===== config.mk =====
export PLATFORM = sky130hd
export DESIGN_NAME = search_path_pipe_flat
export DESIGN_NICKNAME = d
export VERILOG_FILES = /design/src/rtl/search_path_pipe_pkg.sv /design/src/rtl/search_path_pipe_if.sv /design/src/rtl/search_pipe_stage.sv /design/src/rtl/search_path_pipe.sv /design/src/flat_wrapper.sv
export SDC_FILE = /design/constraint.sdc
export NUM_CORES = 1
export LEC_CHECK = 0
export CAP_MARGIN = 20
export CORE_ASPECT_RATIO = 0.9
export CORE_MARGIN = 2
export CORE_UTILIZATION = 38
export CTS_CLUSTER_DIAMETER = 120
export DETAILED_ROUTE_END_ITERATION = 10
export PLACE_DENSITY = 0.77
export SYNTH_ARGS = -nofsm -noshare
export SYNTH_HDL_FRONTEND = slang
export SYNTH_SLANG_ARGS = --single-unit
export TNS_END_PERCENT = 5

===== constraint.sdc =====
create_clock -name clk -period 1.5 [get_ports clk]
set_input_delay 0.225 -clock clk [delete_from_list [all_inputs] [get_ports clk]]
set_output_delay 0.225 -clock clk [all_outputs]
set_load 0.02 [all_outputs]

===== src/rtl/search_path_pipe_pkg.sv =====
// Shared constants and helpers for the search_path_pipe elastic register pipeline.
package search_path_pipe_pkg;

  localparam int unsigned MinWidth   = 1;
  localparam int unsigned MinDepth   = 1;
  localparam logic        RstDataBit = 1'b0;

  // Enough bits to count 0..depth valid stages.
  function automatic int unsigned occ_width(input int unsigned depth);
    return $clog2(depth + 1);
  endfunction

endpackage


===== src/rtl/search_path_pipe_if.sv =====
// Valid/ready bus for search_path_pipe; occupancy present only with SEARCH_PATH_PIPE_OCC_EN.
interface search_path_pipe_if
  import search_path_pipe_pkg::*;
#(
  parameter int unsigned WIDTH = 8,
  parameter int unsigned DEPTH = 2
);
  logic             flush;
  logic             in_valid;
  logic             in_ready;
  logic [WIDTH-1:0] in_a;
  logic [WIDTH-1:0] in_b;
  logic             out_valid;
  logic             out_ready;
  logic [WIDTH-1:0] out_data;
  logic [WIDTH-1:0] out_data_n;
`ifdef SEARCH_PATH_PIPE_OCC_EN
  localparam int unsigned OccW = occ_width(DEPTH);
  logic [OccW-1:0]  occupancy;
`endif

  modport master (
    output flush, in_valid, in_a, in_b, out_ready,
    input  in_ready, out_valid, out_data, out_data_n
`ifdef SEARCH_PATH_PIPE_OCC_EN
    , input occupancy
`endif
  );

  modport slave (
    input  flush, in_valid, in_a, in_b, out_ready,
    output in_ready, out_valid, out_data, out_data_n
`ifdef SEARCH_PATH_PIPE_OCC_EN
    , output occupancy
`endif
  );

endinterface


===== src/rtl/search_pipe_stage.sv =====
// One elastic pipeline stage: valid/data register pair with a combinational ready chain.
module search_pipe_stage
  import search_path_pipe_pkg::*;
#(
  parameter int unsigned WIDTH = 8
) (
  input  logic             clk,
  input  logic             rst,
  input  logic             i_flush,
  input  logic             i_valid,
  input  logic [WIDTH-1:0] i_data,
  input  logic             i_ready,
  output logic             o_valid,
  output logic [WIDTH-1:0] o_data,
  output logic             o_ready
);

  logic             r_valid;
  logic [WIDTH-1:0] r_data;
  logic             w_load_data;

  assign o_ready     = ~r_valid | i_ready;
  // Data only moves with a valid word so bubbles never overwrite it.
  assign w_load_data = o_ready & i_valid & ~i_flush;

  always_ff @(posedge clk or posedge rst) begin
    if (rst) begin
      r_valid <= 1'b0;
    end else if (i_flush) begin
      r_valid <= 1'b0;
    end else if (o_ready) begin
      r_valid <= i_valid;
    end
  end

  always_ff @(posedge clk or posedge rst) begin
    if (rst) begin
      r_data <= {WIDTH{RstDataBit}};
    end else if (w_load_data) begin
      r_data <= i_data;
    end
  end

  assign o_valid = r_valid;
  assign o_data  = r_data;

endmodule


===== src/rtl/search_path_pipe.sv =====
// Elastic WIDTH x DEPTH register pipeline fed by in_a & in_b, with true and inverted outputs.
// Optional occupancy counter enabled by defining SEARCH_PATH_PIPE_OCC_EN.
module search_path_pipe
  import search_path_pipe_pkg::*;
#(
  parameter int unsigned WIDTH = 8,
  parameter int unsigned DEPTH = 2
) (
  input  logic                clk,
  input  logic                rst,
  search_path_pipe_if.slave   bus
);

  if (WIDTH < MinWidth || DEPTH < MinDepth) begin : g_param_err
    $error("search_path_pipe: WIDTH and DEPTH must be at least 1");
  end

  // Index 0 is the front end; index i+1 is the output of stage i.
  logic [DEPTH:0]            w_valid;
  logic [DEPTH:0][WIDTH-1:0] w_data;
  logic [DEPTH:0]            w_ready;

  assign w_valid[0]     = bus.in_valid;
  assign w_data[0]      = bus.in_a & bus.in_b;
  assign w_ready[DEPTH] = bus.out_ready;

  for (genvar i = 0; i < DEPTH; i++) begin : g_stage
    search_pipe_stage #(
      .WIDTH (WIDTH)
    ) u_stage (
      .clk     (clk),
      .rst     (rst),
      .i_flush (bus.flush),
      .i_valid (w_valid[i]),
      .i_data  (w_data[i]),
      .i_ready (w_ready[i+1]),
      .o_valid (w_valid[i+1]),
      .o_data  (w_data[i+1]),
      .o_ready (w_ready[i])
    );
  end

  assign bus.in_ready   = w_ready[0] & ~bus.flush;
  assign bus.out_valid  = w_valid[DEPTH] & ~bus.flush;
  assign bus.out_data   = w_data[DEPTH];
  assign bus.out_data_n = ~w_data[DEPTH];

`ifdef SEARCH_PATH_PIPE_OCC_EN
  localparam int unsigned OccW = occ_width(DEPTH);

  logic            w_xfer_in;
  logic            w_xfer_out;
  logic [OccW-1:0] r_occ;

  assign w_xfer_in  = bus.in_valid & bus.in_ready;
  assign w_xfer_out = bus.out_valid & bus.out_ready;

  always_ff @(posedge clk or posedge rst) begin
    if (rst) begin
      r_occ <= '0;
    end else if (bus.flush) begin
      r_occ <= '0;
    end else if (w_xfer_in && !w_xfer_out) begin
      r_occ <= r_occ + OccW'(1);
    end else if (w_xfer_out && !w_xfer_in) begin
      r_occ <= r_occ - OccW'(1);
    end
  end

  assign bus.occupancy = r_occ;
`endif

endmodule


===== src/flat_wrapper.sv =====
// flat-port wrapper written by rule: the top's interface ports become plain ports
module search_path_pipe_flat import search_path_pipe_pkg::*;
#(
  parameter int unsigned WIDTH = 8,
  parameter int unsigned DEPTH = 2
)
  (clk, rst, bus_flush, bus_in_valid, bus_in_a, bus_in_b, bus_out_ready, bus_in_ready, bus_out_valid, bus_out_data, bus_out_data_n);
  search_path_pipe_if #(.WIDTH(WIDTH), .DEPTH(DEPTH)) bus_i ();
  input  logic clk;
  input  logic rst;
  input wire logic [$bits(bus_i.flush)-1:0] bus_flush;
  input wire logic [$bits(bus_i.in_valid)-1:0] bus_in_valid;
  input wire logic [$bits(bus_i.in_a)-1:0] bus_in_a;
  input wire logic [$bits(bus_i.in_b)-1:0] bus_in_b;
  input wire logic [$bits(bus_i.out_ready)-1:0] bus_out_ready;
  output wire logic [$bits(bus_i.in_ready)-1:0] bus_in_ready;
  output wire logic [$bits(bus_i.out_valid)-1:0] bus_out_valid;
  output wire logic [$bits(bus_i.out_data)-1:0] bus_out_data;
  output wire logic [$bits(bus_i.out_data_n)-1:0] bus_out_data_n;
  assign bus_i.flush = bus_flush;
  assign bus_i.in_valid = bus_in_valid;
  assign bus_i.in_a = bus_in_a;
  assign bus_i.in_b = bus_in_b;
  assign bus_i.out_ready = bus_out_ready;
  assign bus_in_ready = bus_i.in_ready;
  assign bus_out_valid = bus_i.out_valid;
  assign bus_out_data = bus_i.out_data;
  assign bus_out_data_n = bus_i.out_data_n;
  search_path_pipe #(.WIDTH(WIDTH), .DEPTH(DEPTH)) u_core (.clk(clk), .rst(rst), .bus(bus_i));
endmodule

# == After elaboration in Yosys (flattened, before gate mapping) ==
# Cells that the tools add are included.
# totals
wordCells,23
inputBits,21
output_inout_bits,18
ff_bits,18
# op_classes
muxes,4
bitwise,13
reduce_logical,2
# ops
operator,count
8-bit AND,1
8-bit inverter,1
1-bit AND,6
1-bit 2-to-1 mux,4
2-bit nonzero test,2
1-bit inverter,3
1-bit OR,2

# == Longest topological paths before layout ==
# depth
ltp_word,5
ltp_mapped,4
mapped_depth_nobuf,3

# == Cells and area by module ==
# From an unflattened synthesis, not the netlist that was laid out.
# unflattened
hier_cells,64
hier_area_um2,818.3
# modules_own_cells
module,cells_per_inst,instances,seq_area_each_um2,area_each_um2
search_pipe_stage,23,2,225.2,362.8
search_path_pipe,18,1,0.0,92.6

# == Worst setup path after synthesis ==
# No wires, ideal clock.
# synth_path
path_type,register to register
start,reg u_core.g_stage[1].u_stage.r_valid
end,reg u_core.g_stage[1].u_stage.r_data[0]
period_less_slack_ns,1.300
setup_ns,0.125
t_required_ns,1.375
n_path_buf,0
arrival_ns,1.175
path_slack_ns,0.200
path_stages_with_launch,4
cell_sequence,dfrtp_1 > nor2b_4 > nor3b_4 > mux2_2
# synth_between
elab_chain_cells,4
# synth_rtl
item,line_no,text
"start, declared",search_pipe_stage.sv:18,logic r_valid;
"start signal, assigned",search_pipe_stage.sv:32,r_valid <= i_valid;
1-bit inverter,search_pipe_stage.sv:22,assign o_ready = ~r_valid | i_ready;
1-bit OR,search_pipe_stage.sv:22,
1-bit AND (2 in a row),search_pipe_stage.sv:24,assign w_load_data = o_ready & i_valid & ~i_flush;
"end signal, assigned",search_pipe_stage.sv:38,r_data <= {WIDTH{RstDataBit}};
"end signal, assigned",search_pipe_stage.sv:40,r_data <= i_data;
"end, declared",search_pipe_stage.sv:19,logic [WIDTH-1:0] r_data;
# No other way between the ends.
# A chain may end at the register's enable or synchronous reset.

# == Worst setup path in the final report ==
# layout_path
start,in bus_out_ready
end,out bus_in_ready
# layout_between
elab_chain_cells,3
# layout_rtl
item,line_no,text
"start, declared",flat_wrapper.sv:15,input wire logic [$bits(bus_i.out_ready)-1:0] bus_out_ready;
1-bit OR (2 in a row),search_pipe_stage.sv:22,
1-bit AND,search_path_pipe.sv:43,assign bus.in_ready = w_ready[0] & ~bus.flush;
"end, declared",flat_wrapper.sv:16,output wire logic [$bits(bus_i.in_ready)-1:0] bus_in_ready;
# No other way between the ends.

==> results.yml <==
global_routing:
  grt_usage_pct: 14.4
  grt_start_max_net_pins: 19
  grt_pass1_vias: 591
  antenna_found_initial: 0
  overflow: 0
  grt_pass1_wl_um: 2550
floorplan:
  dieHeight_um: 47.0
  num_rows: 15
  die_w_um: 51.7
  die_area_um2: 2430
  core-area_um2: 1930
  pin_count: 39
  initial_utilization_pct: 40.3
route:
  viasPerCell: 4.74
  dr.pass1.iters: 4
  totalWireLength_um: 1620
  drc: 0
  drt-wirelength-per-cell_um: 11.3
  vias: 683
  ant_nets: 0
  drtIter0Drc: 13
sta:
  post-route-period-util_pct: 95.9
  slew_viol_final: 0
  slew_headroom_pct: 81.1
  setup_viol: 0
  max_freq_mhz: 695
  tns_ns: 0
  layout_min_cycle_time_ns: 1.44
  worstMarginPinSlew_ns: 0.283
  hold_violations: 0
  finClkSkew_ns: 0.00342
  hold_ws_ns: 0.273
  rsz0062_at_grt: "false"
  fin_ws_ns: 0.0608
pwr:
  power_mw: 1.25
  vdd_ir_drop_max_v: 0.000524
  p_leak_nw: 0.677
  cellPowerDensity_nw_per_um2: 984
cts:
  cts_htree_levels: 1
  path_clk_slew_ns: 0.09
  root_buffer: "clkbuf_4"
  cts_made_buffers: 3
  cts.sinks: 18
  cts_tree: "built"
  cts.hold.buffers_added: 0
  clk-insertion-delay-late_ns: 0.27
  clockBufferDepth: 2
synth:
  avgSynthCellArea_um2: 10.8
  yosysSeqAreaShare_pct: 57.8
  netlist_area_um2: 779
  yosysWarnings: 0
  syn-num-nets: 93
  synth_seq_cells: 18
  synth_cell_types: 15
  synthCells: 72
worst_setup_path:
  critPathLaunchType: "primary input"
  cp_max_fo: 2
  crit_path_end_kind: "primary output"
  cp.required_ns: 1.27
  r2r_slack_ns: 0.08
  crit_type: "primary input to primary output"
  worstPathArrival_ns: 1.21
run:
  drv_cap: 0
final_layout:
  fillCellCount: 158
  final_util_pct: 65.8
  syn_to_final_growth_pct: 63.1
  fin_nets: 142
  drive_gt1_share_pct: 19.3
  antenna_cells: 0
worst_hold_path:
  hp-class: "primary input to asynchronous set/reset pin"
place:
  gp_congestion: 0.743
  placement.io_buffers: 38
  dp_slack_ns: -0.381
  dpl.hpwl_um: 1310
run_status:
  outcome: "finished clean"
[synthesized netlist by cell type, drive strengths merged]
cell | instances | area [um^2]
nor2 | 5 | 18.8
clkbuf | 1 | 3.75
nor3b | 1 | 18.8
nor2b | 2 | 20.0
mux2 | 8 | 90.1
nand2b | 1 | 13.8
or2 | 1 | 6.26
dfrtp | 18 | 450
buf | 1 | 5.00
nand2 | 8 | 30.0
inv | 9 | 33.8
and3b | 1 | 8.76
o21ai | 16 | 80.1
[path summary, 6_finish.rpt]
path,from,end,cells past startpoint
min in group clk,bus_in_b[2],u_core.g_stage[0].u_stage.o_data[2],3
min,rst,u_core.g_stage[1].u_stage.o_data[6],3
min reg2reg,u_core.g_stage[0].u_stage.o_data[5],u_core.g_stage[1].u_stage.o_data[5],1
max,bus_out_ready,bus_in_ready,4
max reg2reg,u_core.g_stage[1].u_stage.o_valid,u_core.g_stage[1].u_stage.o_data[2],5
max in group asynchronous,rst,u_core.g_stage[0].u_stage.o_valid,3
[cells in the final DEF (no fill, tap or decap)]
| cell | instances |
|---|---|
| o21ai_1 | 8 |
| nor2b_1 | 1 |
| nand2_1 | 8 |
| dfrtp_1 | 18 |
| inv_1 | 9 |
| nand2b_4 | 1 |
| nor2b_4 | 1 |
| nor2_1 | 5 |
| nor3b_4 | 1 |
| buf_4 | 8 |
| and3b_1 | 1 |
| buf_6 | 1 |
| dlygate4sd2_1 | 10 |
| or2_1 | 1 |
| dlymetal6s2s_1 | 7 |
| clkdlybuf4s50_1 | 20 |
| o21ai_0 | 8 |
| clkbuf_4 | 3 |
| mux2_2 | 8 |
[registers in the layout, summed over array words and instances (netlist names)]
signal and count:
u_core.g_stage.u_stage.o_data 16, u_core.g_stage.u_stage.o_valid 2
[report_power, final]
group          switching (mW)  leakage [nW]  internal [mW]
Sequential             0.0398         0.236          0.554
Combinational           0.215         0.428          0.223
Clock                   0.127        0.0138         0.0928
Total                   0.381         0.677          0.870
[logic make-up after synthesis]
logic type | share of synthesized area, %
AO/OA/AOI/OAI | 10.3
buffers and inverters | 5.46
flip-flops | 57.8
multiplexers | 11.6
AND/OR/NAND/NOR | 14.9
[cell type report]
class / count / area, um^2 / area share, %
Tap cell: 25 / 31.3 / 2.46
Inverter: 9 / 33.8 / 2.66
Clock buffer: 3 / 22.5 / 1.77
Timing Repair Buffer: 46 / 447 / 35.1
Sequential cell: 18 / 450 / 35.4
Multi-Input combinational cell: 43 / 287 / 22.5
[worst max-delay path, stage by stage]
cell,delay [ns]
clkdlybuf4s50_1,0.52
and3b_1,0.20
nor2_1,0.11
buf_4,0.16
[stage by stage]
| stage | cells | cell area [um^2] |
|---|---|---|
| after CTS | 144 | 1250 |
| after detailed placement | 141 | 1240 |
| after global placement | 141 | 1240 |
| after floorplan | 72 | 779 |
| final | 144 | 1270 |
| after global routing | 144 | 1270 |
[timing repair]
action / CTS / global route
endpoints found under the setup margin: 11 / 18
resized for setup: 13 / 11
gates cloned: 0 / 0
buffers inserted: 0 / 0
pin swaps: 0 / 0
[layer usage]
metal  share of wire (%)  global-route usage, %  vias up  wire, um
met5                   0                      0        -         0
met4                 1.1                   4.74        0        18
met3                 6.8                   2.87        2       111
met2                  54                   26.9       22       868
met1                  39                   16.9      331       625
li1                    -                      -      328         -
(Power assumes the default switching activity.)
